--- src/rtl/closest_pair_pkg.sv ---
// Shared types and defaults for the closest-pair sequencer.
package closest_pair_pkg;

    typedef enum logic [2:0] {
        IDLE,
        RD_K,
        RD_J,
        CMP,
        WR,
        DONE
    } state_t;

    localparam int unsigned DEF_N           = 20;
    localparam int unsigned DEF_BASE_ADDR   = 128;
    localparam int unsigned DEF_RESULT_ADDR = 127;
    localparam int unsigned DEF_AW          = 8;
    localparam int unsigned DW              = 8;
    localparam int unsigned CW              = 12;

    // Number of unordered pairs over n elements.
    function automatic int unsigned pair_count(input int unsigned n);
        return (n * (n - 1)) / 2;
    endfunction

endpackage

--- src/rtl/closest_pair_ctrl_absdiff8.sv ---
// Combinational |a - b| of two signed bytes, returned unsigned.
module absdiff8
    import closest_pair_pkg::*;
(
    input  logic signed [DW-1:0] a,
    input  logic signed [DW-1:0] b,
    output logic        [DW-1:0] abs_c
);

    logic signed [DW:0] diff_c;

    // Nine bits hold the full -255..255 difference, so the magnitude always fits in eight.
    always_comb begin
        diff_c = $signed({a[DW-1], a}) - $signed({b[DW-1], b});
        abs_c  = diff_c[DW] ? DW'(-diff_c) : diff_c[DW-1:0];
    end

endmodule

--- src/rtl/closest_pair_ctrl.sv ---
// Walks the triangular pair schedule over data memory and writes the minimum |data[k]-data[j]|.
module closest_pair_ctrl
    import closest_pair_pkg::*;
#(
    parameter int unsigned N           = DEF_N,
    parameter int unsigned BASE_ADDR   = DEF_BASE_ADDR,
    parameter int unsigned RESULT_ADDR = DEF_RESULT_ADDR,
    parameter int unsigned AW          = DEF_AW
) (
    input  logic                 clk,
    input  logic                 init,
    input  logic                 start,
    output logic                 busy,
    output logic                 done,
    output logic [AW-1:0]        mem_addr,
    output logic                 mem_rd_en,
    input  logic signed [DW-1:0] mem_rdata,
    output logic                 mem_wr_en,
    output logic [DW-1:0]        mem_wdata,
    output logic [DW-1:0]        min_dist,
    output logic [CW-1:0]        pair_ct
);

    localparam int unsigned IW    = 7;
    localparam int unsigned PAIRS = pair_count(N);

    state_t                state;
    logic [IW-1:0]         k;
    logic [IW-1:0]         j;
    logic signed [DW-1:0]  val_k;
    logic [DW-1:0]         dist_c;
    logic [DW-1:0]         new_min_c;
    logic                  row_end_c;
    logic                  last_pair_c;

    absdiff8 u_absdiff (
        .a     (val_k),
        .b     (mem_rdata),
        .abs_c (dist_c)
    );

    // The final pair of the schedule is also the last entry of the last row.
    always_comb begin
        new_min_c   = (dist_c < min_dist) ? dist_c : min_dist;
        row_end_c   = (j == k - IW'(1));
        last_pair_c = (pair_ct == CW'(PAIRS - 1));
    end

    // Outputs are registered, so each branch drives the bus values of the state it enters.
    always_ff @(posedge clk or posedge init) begin
        if (init) begin
            state     <= IDLE;
            k         <= '0;
            j         <= '0;
            val_k     <= '0;
            busy      <= 1'b0;
            done      <= 1'b0;
            mem_addr  <= '0;
            mem_rd_en <= 1'b0;
            mem_wr_en <= 1'b0;
            mem_wdata <= '0;
            min_dist  <= DW'(255);
            pair_ct   <= '0;
        end else begin
            mem_addr  <= '0;
            mem_rd_en <= 1'b0;
            mem_wr_en <= 1'b0;
            case (state)
                IDLE, DONE: begin
                    if (start) begin
                        k         <= IW'(1);
                        j         <= '0;
                        min_dist  <= DW'(255);
                        pair_ct   <= '0;
                        done      <= 1'b0;
                        busy      <= 1'b1;
                        mem_addr  <= AW'(BASE_ADDR + 1);
                        mem_rd_en <= 1'b1;
                        state     <= RD_K;
                    end
                end
                RD_K: begin
                    mem_addr  <= AW'(BASE_ADDR) + AW'(j);
                    mem_rd_en <= 1'b1;
                    state     <= RD_J;
                end
                RD_J: begin
                    // Only the RD_J right after RD_K has data[k] on the read bus; that one has j = 0.
                    if (j == '0) begin
                        val_k <= mem_rdata;
                    end
                    state <= CMP;
                end
                CMP: begin
                    min_dist <= new_min_c;
                    pair_ct  <= pair_ct + CW'(1);
                    if (last_pair_c) begin
                        mem_addr  <= AW'(RESULT_ADDR);
                        mem_wr_en <= 1'b1;
                        mem_wdata <= new_min_c;
                        state     <= WR;
                    end else if (row_end_c) begin
                        k         <= k + IW'(1);
                        j         <= '0;
                        mem_addr  <= AW'(BASE_ADDR) + AW'(k) + AW'(1);
                        mem_rd_en <= 1'b1;
                        state     <= RD_K;
                    end else begin
                        j         <= j + IW'(1);
                        mem_addr  <= AW'(BASE_ADDR) + AW'(j) + AW'(1);
                        mem_rd_en <= 1'b1;
                        state     <= RD_J;
                    end
                end
                WR: begin
                    busy  <= 1'b0;
                    done  <= 1'b1;
                    state <= DONE;
                end
                default: begin
                    busy  <= 1'b0;
                    state <= IDLE;
                end
            endcase
        end
    end

endmodule

--- config.mk ---
export PLATFORM = sky130hd
export DESIGN_NAME = closest_pair_ctrl
export DESIGN_NICKNAME = d
export VERILOG_FILES = /design/src/rtl/closest_pair_pkg.sv /design/src/rtl/closest_pair_ctrl_absdiff8.sv /design/src/rtl/closest_pair_ctrl.sv
export SDC_FILE = /design/constraint.sdc
export NUM_CORES = 1
export LEC_CHECK = 0
export ABC_AREA = 0
export CORE_MARGIN = 2
export CORE_UTILIZATION = 30
export CTS_CLUSTER_SIZE = 28
export DETAILED_ROUTE_END_ITERATION = 8
export DONT_BUFFER_PORTS = 1
export HOLD_SLACK_MARGIN = 0.06
export PLACE_DENSITY = 0.56
export REMOVE_ABC_BUFFERS = 1
export SETUP_SLACK_MARGIN = 0.5
export SLEW_MARGIN = 15
export SYNTH_ARGS = -nofsm -noshare
export SYNTH_HDL_FRONTEND = slang
export SYNTH_SLANG_ARGS = --single-unit
--- constraint.sdc ---
create_clock -name clk -period 5.2 [get_ports clk]
set_clock_uncertainty 0.2 [all_clocks]
set_input_delay 1.04 -clock clk [delete_from_list [all_inputs] [get_ports clk]]
set_output_delay 1.04 -clock clk [all_outputs]
set_load 0.005 [all_outputs]
# Yosys cells after proc, flatten, opt, wreduce, memory -nomap -nowiden
# Cells that the tools add are included.
[word_totals]
memories = 0
register_bits = 65
input_bits = 11
mem_bits_ro = 0
latchBits = 0
mem_bits_rw = 0
[op_classes]
n_addsub = 10
multipliers = 0
shifts = 0
n_eq_ne = 10
muxes = 31
div_mod_pow = 0
bitwise = 1
n_reduce_logical = 13
n_lt_le_gt_ge = 1
[ops]
columns = ["cell", "count"]
rows = [
  ["$mux W8", 6],
  ["$mux W7", 6],
  ["$pmux W7 S2", 2],
  ["$pmux W12 S2", 1],
  ["$pmux W8 S3", 1],
  ["$add A8 B1 Y8 const B", 2],
  ["$add A8 B7 Y8 const A", 2],
  ["$pmux W8 S2", 1],
  ["$pmux W3 S5", 1],
  ["$add A7 B1 Y7 const B", 2],
  ["$add A12 B1 Y12 const B", 1],
  ["$eq A12 B8 Y1 const B", 1],
  ["$mux W12", 1],
  ["$reduce_and A2 Y1", 5],
  ["$sub A8 B8 Y9", 1],
  ["$lt A8 B8 Y1", 1],
  ["$neg A8 Y8", 1],
  ["$eq A7 B7 Y1", 1],
  ["$logic_not A7 Y1", 1],
  ["$sub A7 B1 Y7 const B", 1],
  ["$eq A3 B2 Y1 const B", 2],
  ["$eq A3 B3 Y1 const B", 2],
  ["$mux W1", 6],
  ["$mux W3", 2],
  ["12 further kinds", 16],
]

# Longest topological paths before layout
[logic_depth]
depth_word = 6
depth_mapped = 17
ltp_nobuf = 16

# Modules after synthesis
# Synthesis repeated with hierarchy kept, for this count alone.
[hier_totals]
hier_cells = 462
area_unflattened_um2 = 4135.2
[by_module_without_submodules]
columns = ["module", "cells_each", "instances", "seq_area_each_um2", "area_per_inst_um2"]
rows = [
  ["closest_pair_ctrl", 395, 1, 1636.6, 3646.0],
  ["absdiff8", 67, 1, 0.0, 489.2],
]

# Worst setup path after synthesis
# Ideal clock, no wire load.
[synth_timing]
kind = "input -> register"
startpoint = "in mem_rdata[0]"
endpoint = "reg min_dist[1]"
path_stages = 14
slack_ns = 0.397
arrival_time_ns = 4.511
path_buffers = 1
cell_sequence = "ha_1 > fa_1 > nand2b_1 > a21oi_1 > mux2_2 > a2111oi_0 > o221ai_1 > xor2_1 > ha_1 > and3_1 > a211o_1 > nor2_1 > clkbuf_1 > o21ai_0"
[synth_between]
elab_chain_cells = 6
[synth_rtl]
columns = ["item", "line", "text"]
rows = [
  ["start: declaration", "closest_pair_ctrl.sv:17", "input logic signed [DW-1:0] mem_rdata,"],
  ["$sub A8 B8 Y9 *", "closest_pair_ctrl_absdiff8.sv:14", "diff_c = $signed({a[DW-1], a}) - $signed({b[DW-1], b});"],
  ["$neg A8 Y8", "closest_pair_ctrl_absdiff8.sv:15", "abs_c = diff_c[DW] ? DW'(-diff_c) : diff_c[DW-1:0];"],
  ["$mux W8 *", "closest_pair_ctrl_absdiff8.sv:15", ""],
  ["$lt A8 B8 Y1", "closest_pair_ctrl.sv:44", "new_min_c = (dist_c < min_dist) ? dist_c : min_dist;"],
  ["$mux W8 *", "closest_pair_ctrl.sv:44", ""],
  ["$pmux W8 S2 *", "closest_pair_ctrl.sv:68", "case (state)"],
  ["end signal: assignment", "closest_pair_ctrl.sv:95", "min_dist <= new_min_c;"],
  ["end: declaration", "closest_pair_ctrl.sv:20", "output logic [DW-1:0] min_dist,"],
]
# Mark *: on every way between the ends. The rest lies on a longest branch, timed or not.
# A chain may end at the register's enable or synchronous reset.

# Worst setup path after layout
[layout_timing]
startpoint = "in mem_rdata[0]"
endpoint = "reg min_dist[0]"
# Same word-level chain as after synthesis.

==> flow_metrics.env <==
export IMPL_r2r_start="val_k[0]"
export IMPL_drive_gt1_share_pct=9.15
export IMPL_final_instance_count_excl_fill=661
export IMPL_reg2regPathDepth=16
export IMPL_layout_commonest_cell="nand2_1"
export IMPL_antenna_found_initial=0
export IMPL_cts_tree="yes"
export IMPL_hold_viol_final=0
export IMPL_globalplace_congestion=0.799
export IMPL_vias=3357
export IMPL_power_density_nw_per_um2=352
export IMPL_tightest_slew_ns=0.900
export IMPL_peakVddDrop_v=0.000384
export IMPL_start_util_pct=30.3
export IMPL_drcViolationCount=0
export IMPL_place_area_um2=4300
export IMPL_synth_edff_count=0
export IMPL_ys_seq_area_share_pct=39.3
export IMPL_grt_max_degree=66
export IMPL_synth_top_flop_cell="dfrtp_1"
export IMPL_endpoint_kind="flip-flop"
export IMPL_r2r_slack_ns=1.04
export IMPL_ant_nets=0
export IMPL_start_kind="primary input"
export IMPL_rsz0062_at_grt="no"
export IMPL_grt_pass1_vias=3207
export IMPL_worst_path_max_fanout=10
export IMPL_leakagePower_uw=0.00199
export IMPL_status="complete, no violations"
export IMPL_yosys_warnings=0
export IMPL_synth_distinct_cells=62
export IMPL_min_period_ns=4.50
export IMPL_clockBufferDepth=2
export IMPL_arrival_ns=4.56
export IMPL_startpoint="mem_rdata[0]"
export IMPL_die_y_um=122
export IMPL_cp_required_ns=5.26
export IMPL_die_w_um=122
export IMPL_cts_htree_levels=3
export IMPL_netlist_area_um2=4160
export IMPL_dieArea_um2=14800
export IMPL_setup_violations_final=0
export IMPL_r2r_end="min_dist[0]"
export IMPL_tns_ns=0
export IMPL_dr_pass1_iters=4
export IMPL_postRouteWirelength_um=9880
export IMPL_hold_buffers=0
export IMPL_ioPinCount=51
export IMPL_wl_per_cell_um=14.9
export IMPL_hpwlAfterDp_um=7170
export IMPL_grt_usage_pct=14.2
export IMPL_layout_nets=511
export IMPL_finalWorstSetupSlack_ns=0.703
export IMPL_cts_clk_slew_worst_paths_ns=0.06
export IMPL_design_area_um2=4610
export IMPL_drt_iter0_drc=164
export IMPL_utilization_pct=33.6
export IMPL_ys_ff_latch=65
export IMPL_final_cell_mix="nand2_1, dfrtp_1, o21ai_0"
export IMPL_holdCritPathClass="reg2reg"
export IMPL_finalCritPeriodShare_pct=86.5
export IMPL_syn_to_final_growth_pct=10.7
export IMPL_num_fill_cells=1423
export IMPL_core_um2=13700
export IMPL_diodes=0
export IMPL_synthCells=482
export IMPL_clock_latency_ns=0.33
export IMPL_syn_mean_instance_area_um2=8.63
export IMPL_routed_via_density=5.08
export IMPL_grt_pass1_wl_um=16600
export IMPL_place_inst=645
export IMPL_synthArstFlopShare_pct=100
export IMPL_clkSinkCount=65
export IMPL_row_count=43
export IMPL_drv_cap=0
export IMPL_port_buffers=0
export IMPL_fmax_ghz=0.222
export IMPL_cts_root_buf="clkbuf_16"
export IMPL_grt_overflow_total=0
export IMPL_numCtsBuffers=9
export IMPL_slew_headroom_pct=39.8
export IMPL_worstSetupPathType="in2reg"
export IMPL_drv_slew=0
export IMPL_dp_slack_ns=0.313
export IMPL_crit_path_end="min_dist[0]"
critical path, cell delays in order:
cell,delay [ns]
ha_1,0.20
fa_1,0.43
nand2b_1,0.22
a21oi_2,0.18
mux2_2,0.38
a2111oi_1,0.27
o221ai_1,0.24
xor2_1,0.20
ha_1,0.32
and3_1,0.20
a211o_4,0.37
nor2_2,0.13
buf_4,0.18
nor3_1,0.05
a21oi_1,0.15
registers in the layout, summed over array words and instances, names as in the netlist:
| name | cells |
|---|---|
| j | 7 |
| mem_addr | 8 |
| busy | 1 |
| mem_rd_en | 1 |
| mem_wdata | 8 |
| state | 3 |
| val_k | 8 |
| mem_wr_en | 1 |
| min_dist | 8 |
| done | 1 |
| k | 7 |
| pair_ct | 12 |
layout make-up:
class                           instances  area, um2  share of cell area (%)
Clock buffer                           11        233                    5.05
Clock inverter                          4       45.0                   0.978
Inverter                               31        116                    2.53
Multi-Input combinational cell        363       2300                    49.9
Sequential cell                        65       1640                    35.5
Tap cell                              180        225                    4.89
Timing Repair Buffer                    7       52.6                    1.14
cell usage after synthesis (2+ instances only):
library cell | count | share of area, %
or2b_1 | 2 | 0.36
nor2b_1 | 6 | 0.90
a21oi_1 | 22 | 2.6
nand4_1 | 7 | 1.1
xnor2_1 | 19 | 4.0
xor2_1 | 9 | 1.9
nor2_1 | 38 | 3.4
o31a_1 | 2 | 0.42
ha_1 | 22 | 6.6
o21ai_0 | 54 | 6.5
a211oi_1 | 4 | 0.72
dfstp_2 | 8 | 5.1
nor4_1 | 2 | 0.30
inv_1 | 31 | 2.8
nand2_1 | 67 | 6.0
and2_1 | 2 | 0.30
or3_1 | 3 | 0.45
o211ai_1 | 8 | 1.4
o21ai_1 | 6 | 0.72
clkbuf_1 | 9 | 0.81
nor4b_1 | 3 | 0.63
dfrtp_1 | 57 | 34
mux2i_1 | 10 | 2.4
a21o_1 | 3 | 0.54
buf_2 | 5 | 0.60
a211o_1 | 2 | 0.42
o211a_1 | 2 | 0.48
and3_1 | 6 | 0.90
nand2b_1 | 5 | 0.75
a22o_1 | 2 | 0.42
buf_6 | 3 | 0.81
buf_4 | 4 | 0.72
clkbuf_2 | 2 | 0.24
nor3_1 | 11 | 1.3
mux2_2 | 2 | 0.54
nand3_1 | 16 | 1.9
a31oi_1 | 2 | 0.30
o31ai_1 | 2 | 0.36
report_power, final:
| part | internal, uW | total [uW] | switching [uW] |
|---|---|---|---|
| registers | 569 | 608 | 39.0 |
| clock network | 366 | 583 | 217 |
| logic | 176 | 429 | 253 |
| total | 1110 | 1620 | 509 |
how the worst min path moves through the flow:
| stage | to | start | cells after the start |
|---|---|---|---|
| 2_1_floorplan | val_k[2] | val_k[2] | 2 |
| 3_3_place_gp | val_k[3] | val_k[3] | 2 |
| 3_5_place_dp | val_k[3] | val_k[3] | 2 |
| 4_1_cts | val_k[3] | val_k[3] | 2 |
| 5_1_grt | val_k[3] | val_k[3] | 2 |
| 6_report | val_k[3] | val_k[3] | 2 |
layer usage:
layer	vias to the layer above	global-route usage, %	routed length (um)
li1	1672	-	-
met1	1589	18.3	4430
met2	86	22.4	4600
met3	10	5.24	748
met4	0	4.02	109
met5	-	0	0
what timing repair did:
action,in CTS,in global routing
resized for setup,0,5
setup buffers,0,1
setup endpoints to repair,0,15
logic make-up after synthesis:
group / synth area share, %
xor gates and xnor gates: 5.89
DFF: 39.3
AOI/OAI and AO/OA: 17.8
muxes: 2.95
buffers and inverters: 5.98
and+or+nand+nor: 20.9
adders and majority gates: 7.10
metrics by stage:
step,hold WS [ns],total power (uW)
global placement,0.271,1020
CTS,0.288,1620
floorplan,0.254,902
global route,0.312,1730
detailed placement,0.276,1030
finish,0.280,1620
Power figures use the tool's default switching activity.
